$ cat config.mk
export PLATFORM = sky130hd
export DESIGN_NAME = lms_mu_scheduler
export DESIGN_NICKNAME = d
export VERILOG_FILES = /design/src/rtl/a2d_lms_pkg.sv /design/src/rtl/err_window_avg.sv /design/src/rtl/lms_mu_scheduler.sv
export SDC_FILE = /design/constraint.sdc
export NUM_CORES = 1
export LEC_CHECK = 0
export BUFFER_PORTS_ARGS = -buffer_cell sky130_fd_sc_hd__buf_2
export CAP_MARGIN = 40
export CORE_ASPECT_RATIO = 0.75
export CORE_MARGIN = 1.5
export CORE_UTILIZATION = 38
export DETAILED_ROUTE_END_ITERATION = 8
export GPL_TIMING_DRIVEN = 0
export REMOVE_ABC_BUFFERS = 1
export SETUP_SLACK_MARGIN = 0.2
export SLEW_MARGIN = 0
export SYNTH_ARGS = -nofsm -noshare
export SYNTH_HDL_FRONTEND = slang
export SYNTH_HIERARCHICAL = 1
export SYNTH_SLANG_ARGS = --single-unit
$ cat constraint.sdc
create_clock -name clk -period 12.5 [get_ports clk]
set_input_delay 2.5 -clock clk [delete_from_list [all_inputs] [get_ports clk]]
set_output_delay 2.5 -clock clk [all_outputs]
set_load 0.02 [all_outputs]
$ cat src/rtl/a2d_lms_pkg.sv
// Shared types and constants for the LMS step-size scheduler.
// Contents:
//   state_e - scheduler state, encoded IDLE=0, ACQUIRE=1, TRACK=2, HOLD=3
//   E_W     - width of the signed error sample from the adaptive FIR
//   MU_W    - width of the shift-based step size fed back to the FIR
package a2d_lms_pkg;

  localparam int unsigned E_W  = 33;
  localparam int unsigned MU_W = 8;

  typedef enum logic [1:0] {
    StIdle    = 2'd0,
    StAcquire = 2'd1,
    StTrack   = 2'd2,
    StHold    = 2'd3
  } state_e;

endpackage

$ cat src/rtl/err_window_avg.sv
// Windowed mean of |e| over 2^WIN_LOG2 valid error samples.
// Ports:
//   clk, reset - clock and synchronous active-high reset
//   clear      - holds the counter and accumulator at zero and drops any partial window
//   e_in       - signed error sample, e_valid qualifies it
//   avg_out    - truncated mean of the last completed window
//   win_done   - one-cycle pulse when avg_out loads
module err_window_avg
  import a2d_lms_pkg::*;
#(
  parameter int unsigned WIN_LOG2 = 6
) (
  input  logic                  clk,
  input  logic                  reset,
  input  logic                  clear,
  input  logic signed [E_W-1:0] e_in,
  input  logic                  e_valid,
  output logic [31:0]           avg_out,
  output logic                  win_done
);

  localparam int unsigned AccW = 32 + WIN_LOG2;

  logic [E_W-1:0]      e_neg;
  logic [31:0]         e_mag;
  logic [AccW-1:0]     e_mag_ext;
  logic [WIN_LOG2-1:0] cnt_q;
  logic [AccW-1:0]     acc_q;
  logic                pend_q;
  logic [31:0]         avg_q;
  logic                done_q;

  assign e_neg = -e_in;

  // Only -2^32 has no 32-bit magnitude; its negation lands on bit 32.
  always_comb begin
    e_mag = e_in[31:0];
    if (e_in[E_W-1]) begin
      e_mag = e_neg[E_W-1] ? 32'hFFFF_FFFF : e_neg[31:0];
    end
  end

  assign e_mag_ext = {{WIN_LOG2{1'b0}}, e_mag};

  // pend_q marks a full accumulator; the next edge publishes it and restarts the
  // window with whatever sample arrives on that same edge.
  always_ff @(posedge clk) begin
    if (reset) begin
      cnt_q  <= '0;
      acc_q  <= '0;
      pend_q <= 1'b0;
      avg_q  <= '0;
      done_q <= 1'b0;
    end else if (clear) begin
      cnt_q  <= '0;
      acc_q  <= '0;
      pend_q <= 1'b0;
      done_q <= 1'b0;
    end else begin
      done_q <= pend_q;
      if (pend_q) begin
        avg_q  <= 32'(acc_q >> WIN_LOG2);
        acc_q  <= e_valid ? e_mag_ext : '0;
        cnt_q  <= e_valid ? WIN_LOG2'(1) : '0;
        pend_q <= 1'b0;
      end else if (e_valid) begin
        acc_q <= acc_q + e_mag_ext;
        cnt_q <= cnt_q + WIN_LOG2'(1);
        if (cnt_q == '1) begin
          pend_q <= 1'b1;
        end
      end
    end
  end

  assign avg_out  = avg_q;
  assign win_done = done_q;

endmodule

$ cat src/rtl/lms_mu_scheduler.sv
// Adaptive step-size controller for the LMS canceller: fast shift while acquiring,
// slow shift once the windowed mean |e| has been quiet long enough, and a hold mode.
// Build option: define LMS_MU_RAMP_EN to ramp mu_out from MU_FAST+1 up to MU_SLOW one
// step per window while tracking; otherwise TRACK jumps straight to MU_SLOW.
// Ports:
//   clk, reset - clock and synchronous active-high reset
//   enable     - low forces IDLE
//   freeze     - requests HOLD from ACQUIRE/TRACK
//   e_in       - signed FIR error, e_valid qualifies it
//   mu_out     - registered shift for the FIR mu_in
//   state_out  - IDLE=0, ACQUIRE=1, TRACK=2, HOLD=3
//   locked     - high while in TRACK
//   avg_out    - mean |e| of the last completed window, win_done pulses on update
module lms_mu_scheduler
  import a2d_lms_pkg::*;
#(
  parameter int unsigned     WIN_LOG2     = 6,
  parameter int unsigned     LOCK_WINDOWS = 4,
  parameter logic [31:0]     TH_LOCK      = 32'd64,
  parameter logic [31:0]     TH_LOSS      = 32'd512,
  parameter logic [MU_W-1:0] MU_FAST      = 8'd4,
  parameter logic [MU_W-1:0] MU_SLOW      = 8'd10,
  parameter logic [MU_W-1:0] MU_HOLD      = 8'd40
) (
  input  logic                  clk,
  input  logic                  reset,
  input  logic                  enable,
  input  logic                  freeze,
  input  logic signed [E_W-1:0] e_in,
  input  logic                  e_valid,
  output logic [MU_W-1:0]       mu_out,
  output logic [1:0]            state_out,
  output logic                  locked,
  output logic [31:0]           avg_out,
  output logic                  win_done
);

`ifdef LMS_MU_RAMP_EN
  localparam logic [MU_W-1:0] MuTrackEntry = MU_FAST + 8'd1;
`else
  localparam logic [MU_W-1:0] MuTrackEntry = MU_SLOW;
`endif

  state_e          state_q;
  logic [3:0]      quiet_q;
  logic [4:0]      quiet_inc;
  logic [MU_W-1:0] mu_q;
  logic            locked_q;
  logic            win_clear;

  assign win_clear = (state_q == StIdle) || (state_q == StHold);
  assign quiet_inc = {1'b0, quiet_q} + 5'd1;

  err_window_avg #(
    .WIN_LOG2(WIN_LOG2)
  ) u_win (
    .clk     (clk),
    .reset   (reset),
    .clear   (win_clear),
    .e_in    (e_in),
    .e_valid (e_valid),
    .avg_out (avg_out),
    .win_done(win_done)
  );

  always_ff @(posedge clk) begin
    if (reset) begin
      state_q  <= StIdle;
      quiet_q  <= '0;
      mu_q     <= MU_HOLD;
      locked_q <= 1'b0;
    end else if (!enable) begin
      state_q  <= StIdle;
      quiet_q  <= '0;
      mu_q     <= MU_HOLD;
      locked_q <= 1'b0;
    end else begin
      unique case (state_q)
        StIdle, StHold: begin
          if (!freeze) begin
            state_q <= StAcquire;
            quiet_q <= '0;
            mu_q    <= MU_FAST;
          end
        end
        StAcquire: begin
          if (freeze) begin
            state_q <= StHold;
            quiet_q <= '0;
            mu_q    <= MU_HOLD;
          end else if (win_done) begin
            if (avg_out < TH_LOCK) begin
              if (quiet_inc >= 5'(LOCK_WINDOWS)) begin
                state_q  <= StTrack;
                quiet_q  <= '0;
                mu_q     <= MuTrackEntry;
                locked_q <= 1'b1;
              end else begin
                quiet_q <= quiet_inc[3:0];
              end
            end else begin
              quiet_q <= '0;
            end
          end
        end
        StTrack: begin
          if (freeze) begin
            state_q  <= StHold;
            quiet_q  <= '0;
            mu_q     <= MU_HOLD;
            locked_q <= 1'b0;
          end else if (win_done) begin
            if (avg_out > TH_LOSS) begin
              state_q  <= StAcquire;
              quiet_q  <= '0;
              mu_q     <= MU_FAST;
              locked_q <= 1'b0;
            end
`ifdef LMS_MU_RAMP_EN
            else if (mu_q < MU_SLOW) begin
              mu_q <= mu_q + 8'd1;
            end
`endif
          end
        end
        default: state_q <= StIdle;
      endcase
    end
  end

  assign mu_out    = mu_q;
  assign state_out = state_q;
  assign locked    = locked_q;

endmodule

==> results.cfg <==
[status]
outcome = finished clean

[pwr]
p_leak_uw = 0.003030
peakVddDrop_uv = 57.61
p_per_area_mw_per_mm2 = 96.44

[drt]
drtIter0Drc = 526
wl_per_cell_um = 16.22
dr_total_vias = 6365
viasPerCell = 5.574
dr.pass1.iters = 5
ant_nets = 0
wl_um = 18520
drc = 0

[die]
die_y_um = 116.2
coreArea_mm2 = 0.01677
start_util_pct = 38.68
ios = 82
rows = 41
die_w_um = 153.9
dieArea_mm2 = 0.01788

[cts]
clk_pin_slew_ns = 0.07
clkLatencyLatePin_ns = 0.36
cts.sinks = 89
ctsHtreeMaxLevel = 3
clk_path_buf_depth = 2
postCtsHoldBufs = 0
cts_setup_buffers = 0
cts_tree = done
cts_root_buf = clkbuf_16
cts_resized = 0
cts_made_buffers = 9

[timing]
slew_violations = 0
maxSlewHeadroom_pct = 40.44
fin_skew_ns = 0.009591
finalSetupViolations = 0
finalCritPeriodShare_pct = 60.52
hold_viol = 0
worstMarginPinSlew_ns = 0.8913
fin_crit_ns = 7.566
tns_ns = 0
rsz0062_at_grt = no
fmax_mhz = 132.2

[place]
dp.final_hpwl_um = 13630
port-buffer-count = 77
place_congestion = 0.9192
place_area_mm2 = 0.007063

[worst_setup_path]
crit_path_end_kind = register
cpMaxStageDelayCell = nor4b_1
worstSetupStartpointType = input port
cp.arrival_ns = 7.86
critical_path.max_stage_delay_ns = 0.79
critPathMaxFanout = 10
critPathKind = input port to register
worstPathCellList = buf_2 -> or3_4 -> or3_1 -> nor4_4 -> nand4_1 -> o211ai_1 -> ha_1 -> a21o_1 -> nand4_1 -> a211oi_1 -> a211oi_1 -> nor4b_1 -> o21ai_1 -> a2111o_1 -> o21ai_1
required_ns = 12.79

[global_routing]
grt_pass1_wl_um = 29910
grt_pass1_vias = 5656
overflow = 0
grt_max_degree = 40
groute.usage.overall_pct = 21.12
grt_antenna_before_repair = 1

[cells_and_area]
fin_area_mm2 = 0.007376
syn_to_final_growth_pct = 13.67
antennaDiodeCount = 0
drive_gt1_share_pct = 13.38
fillCellCount = 1739
finalNetCount = 1000

[flow_run]
cap_violations = 0

[logic_synthesis]
synth_area_mm2 = 0.006489
synth_edf_count = 0
synth-seq-cells = 89
synth_ff_type = dfxtp_1
synth_cells = 872
synth_area_per_cell_um2 = 7.441
ys_async_sr_fraction_pct = 0
ys_seq_area_share_pct = 27.46
yosysUniqueCellTypes = 73
synth_warnings = 6

[hold_path]
hp-class = register to register
critical path, delay by kind of cell:
family,cells,cell delay (ns)
compound gates,7,2.11
simple gates,6,2.90
buf+inv,1,0.12
fa+ha+maj,1,0.21
path summary, 6_finish.rpt:
path	to	start	slack, ns	cells after the start
worst max-delay path	u_win/acc_q[35]	e_in[8]	4.93	15
worst min-delay path	u_win/pend_q	u_win/cnt_q[5]	0.44	2
worst max register to register	u_win/acc_q[35]	u_win/acc_q[1]	9.13	9
worst min register to register	u_win/pend_q	u_win/cnt_q[5]	0.44	2
cell type report:
| type | instances | area, um^2 | share of cell area (%) |
|---|---|---|---|
| multi-input combinational | 717 | 4443 | 60.24 |
| sequential | 89 | 1783 | 24.17 |
| timing repair buffer | 82 | 481.7 | 6.531 |
| tap | 215 | 269.0 | 3.647 |
| clock buffer | 10 | 239.0 | 3.240 |
| inverter | 23 | 86.33 | 1.170 |
| clock inverter | 6 | 73.82 | 1.001 |
cells by family after synthesis:
group,after synthesis,synth area share [%]
adder cells (fa/ha/maj),40,7.829
multiplexers,13,2.102
XOR/XNOR,48,6.479
flip-flops,89,27.46
AND/OR/NAND/NOR,355,26.19
buffers and inverters,69,4.396
AO/OA/AOI/OAI,257,25.49
other,1,0.05779
synthesized netlist by cell type, types with 17 or more instances:
| cell type | instances | area, um^2 |
|---|---|---|
| a22oi_1 | 18 | 135.1 |
| clkbuf_1 | 36 | 135.1 |
| nand2_1 | 163 | 611.8 |
| nor2_1 | 65 | 244.0 |
| a21oi_1 | 103 | 515.5 |
| dfxtp_1 | 89 | 1782 |
| or3_1 | 22 | 137.6 |
| o21ai_0 | 17 | 85.08 |
| xor2_1 | 34 | 297.8 |
| ha_1 | 39 | 488.0 |
| nand3_1 | 20 | 100.1 |
| inv_1 | 22 | 82.58 |
| nor3_1 | 25 | 125.1 |
per-layer routing:
metal | vias up | routed length (um) | global-route usage (%) | part of all wire (%)
met4 | 2 | 134 | 4.919 | 0.72
met2 | 140 | 7581 | 31.10 | 41
li1 | 3244 | - | - | -
met3 | 11 | 872 | 4.378 | 4.7
met5 | - | 11 | 0 | 0.059
met1 | 2968 | 9923 | 31.38 | 54
cells in the final DEF (no fill, tap or decap), drive strengths merged, types with 3 or more instances in the layout:
master,n
xnor2,14
conb,4
o211ai,8
or4,3
a21oi,104
and3,5
and2,4
a31oi,8
or3,23
nor4,7
mux2,5
o31ai,16
nand3,20
clkbuf,10
buf,82
nand2b,8
mux2i,8
o21bai,5
nand2,163
nor3,25
o21a,8
o22ai,4
nand4,14
or2,4
nor2,65
a211oi,15
o21ai,33
a22oi,18
xor2,34
inv,24
ha,39
nor2b,6
and4,3
a21o,12
a2bb2oi,4
dfxtp,89
flip-flops by register name, indices dropped and copies added, names as in the netlist, 2 cells and up:
register,cells
mu_out,4
quiet_q,4
state_out,2
u_win/acc_q,38
u_win/avg_out,32
u_win/cnt_q,6
power by group:
| group | leakage (uW) | internal [uW] | total, uW | switching (uW) |
|---|---|---|---|---|
| clock | 0.000147 | 163 | 290 | 127 |
| sequential | 0.000719 | 286 | 289 | 2.45 |
| combinational | 0.00216 | 49.5 | 132 | 82.7 |
through the flow:
step	setup WS [ns]	total power, uW	instances	hold slack (ns)	util (%)
after floorplan	5.249	386.4	829	0.4194	-
after global placement	3.521	423.9	1121	0.4347	41.46
after detailed placement	4.620	424.6	1126	0.4321	42.10
after CTS	4.967	716.4	1142	0.4414	43.97
after global routing	4.471	746.4	1142	0.4789	43.97
final	4.934	711.3	1142	0.4380	43.97
Power figures use the tool's default switching activity.
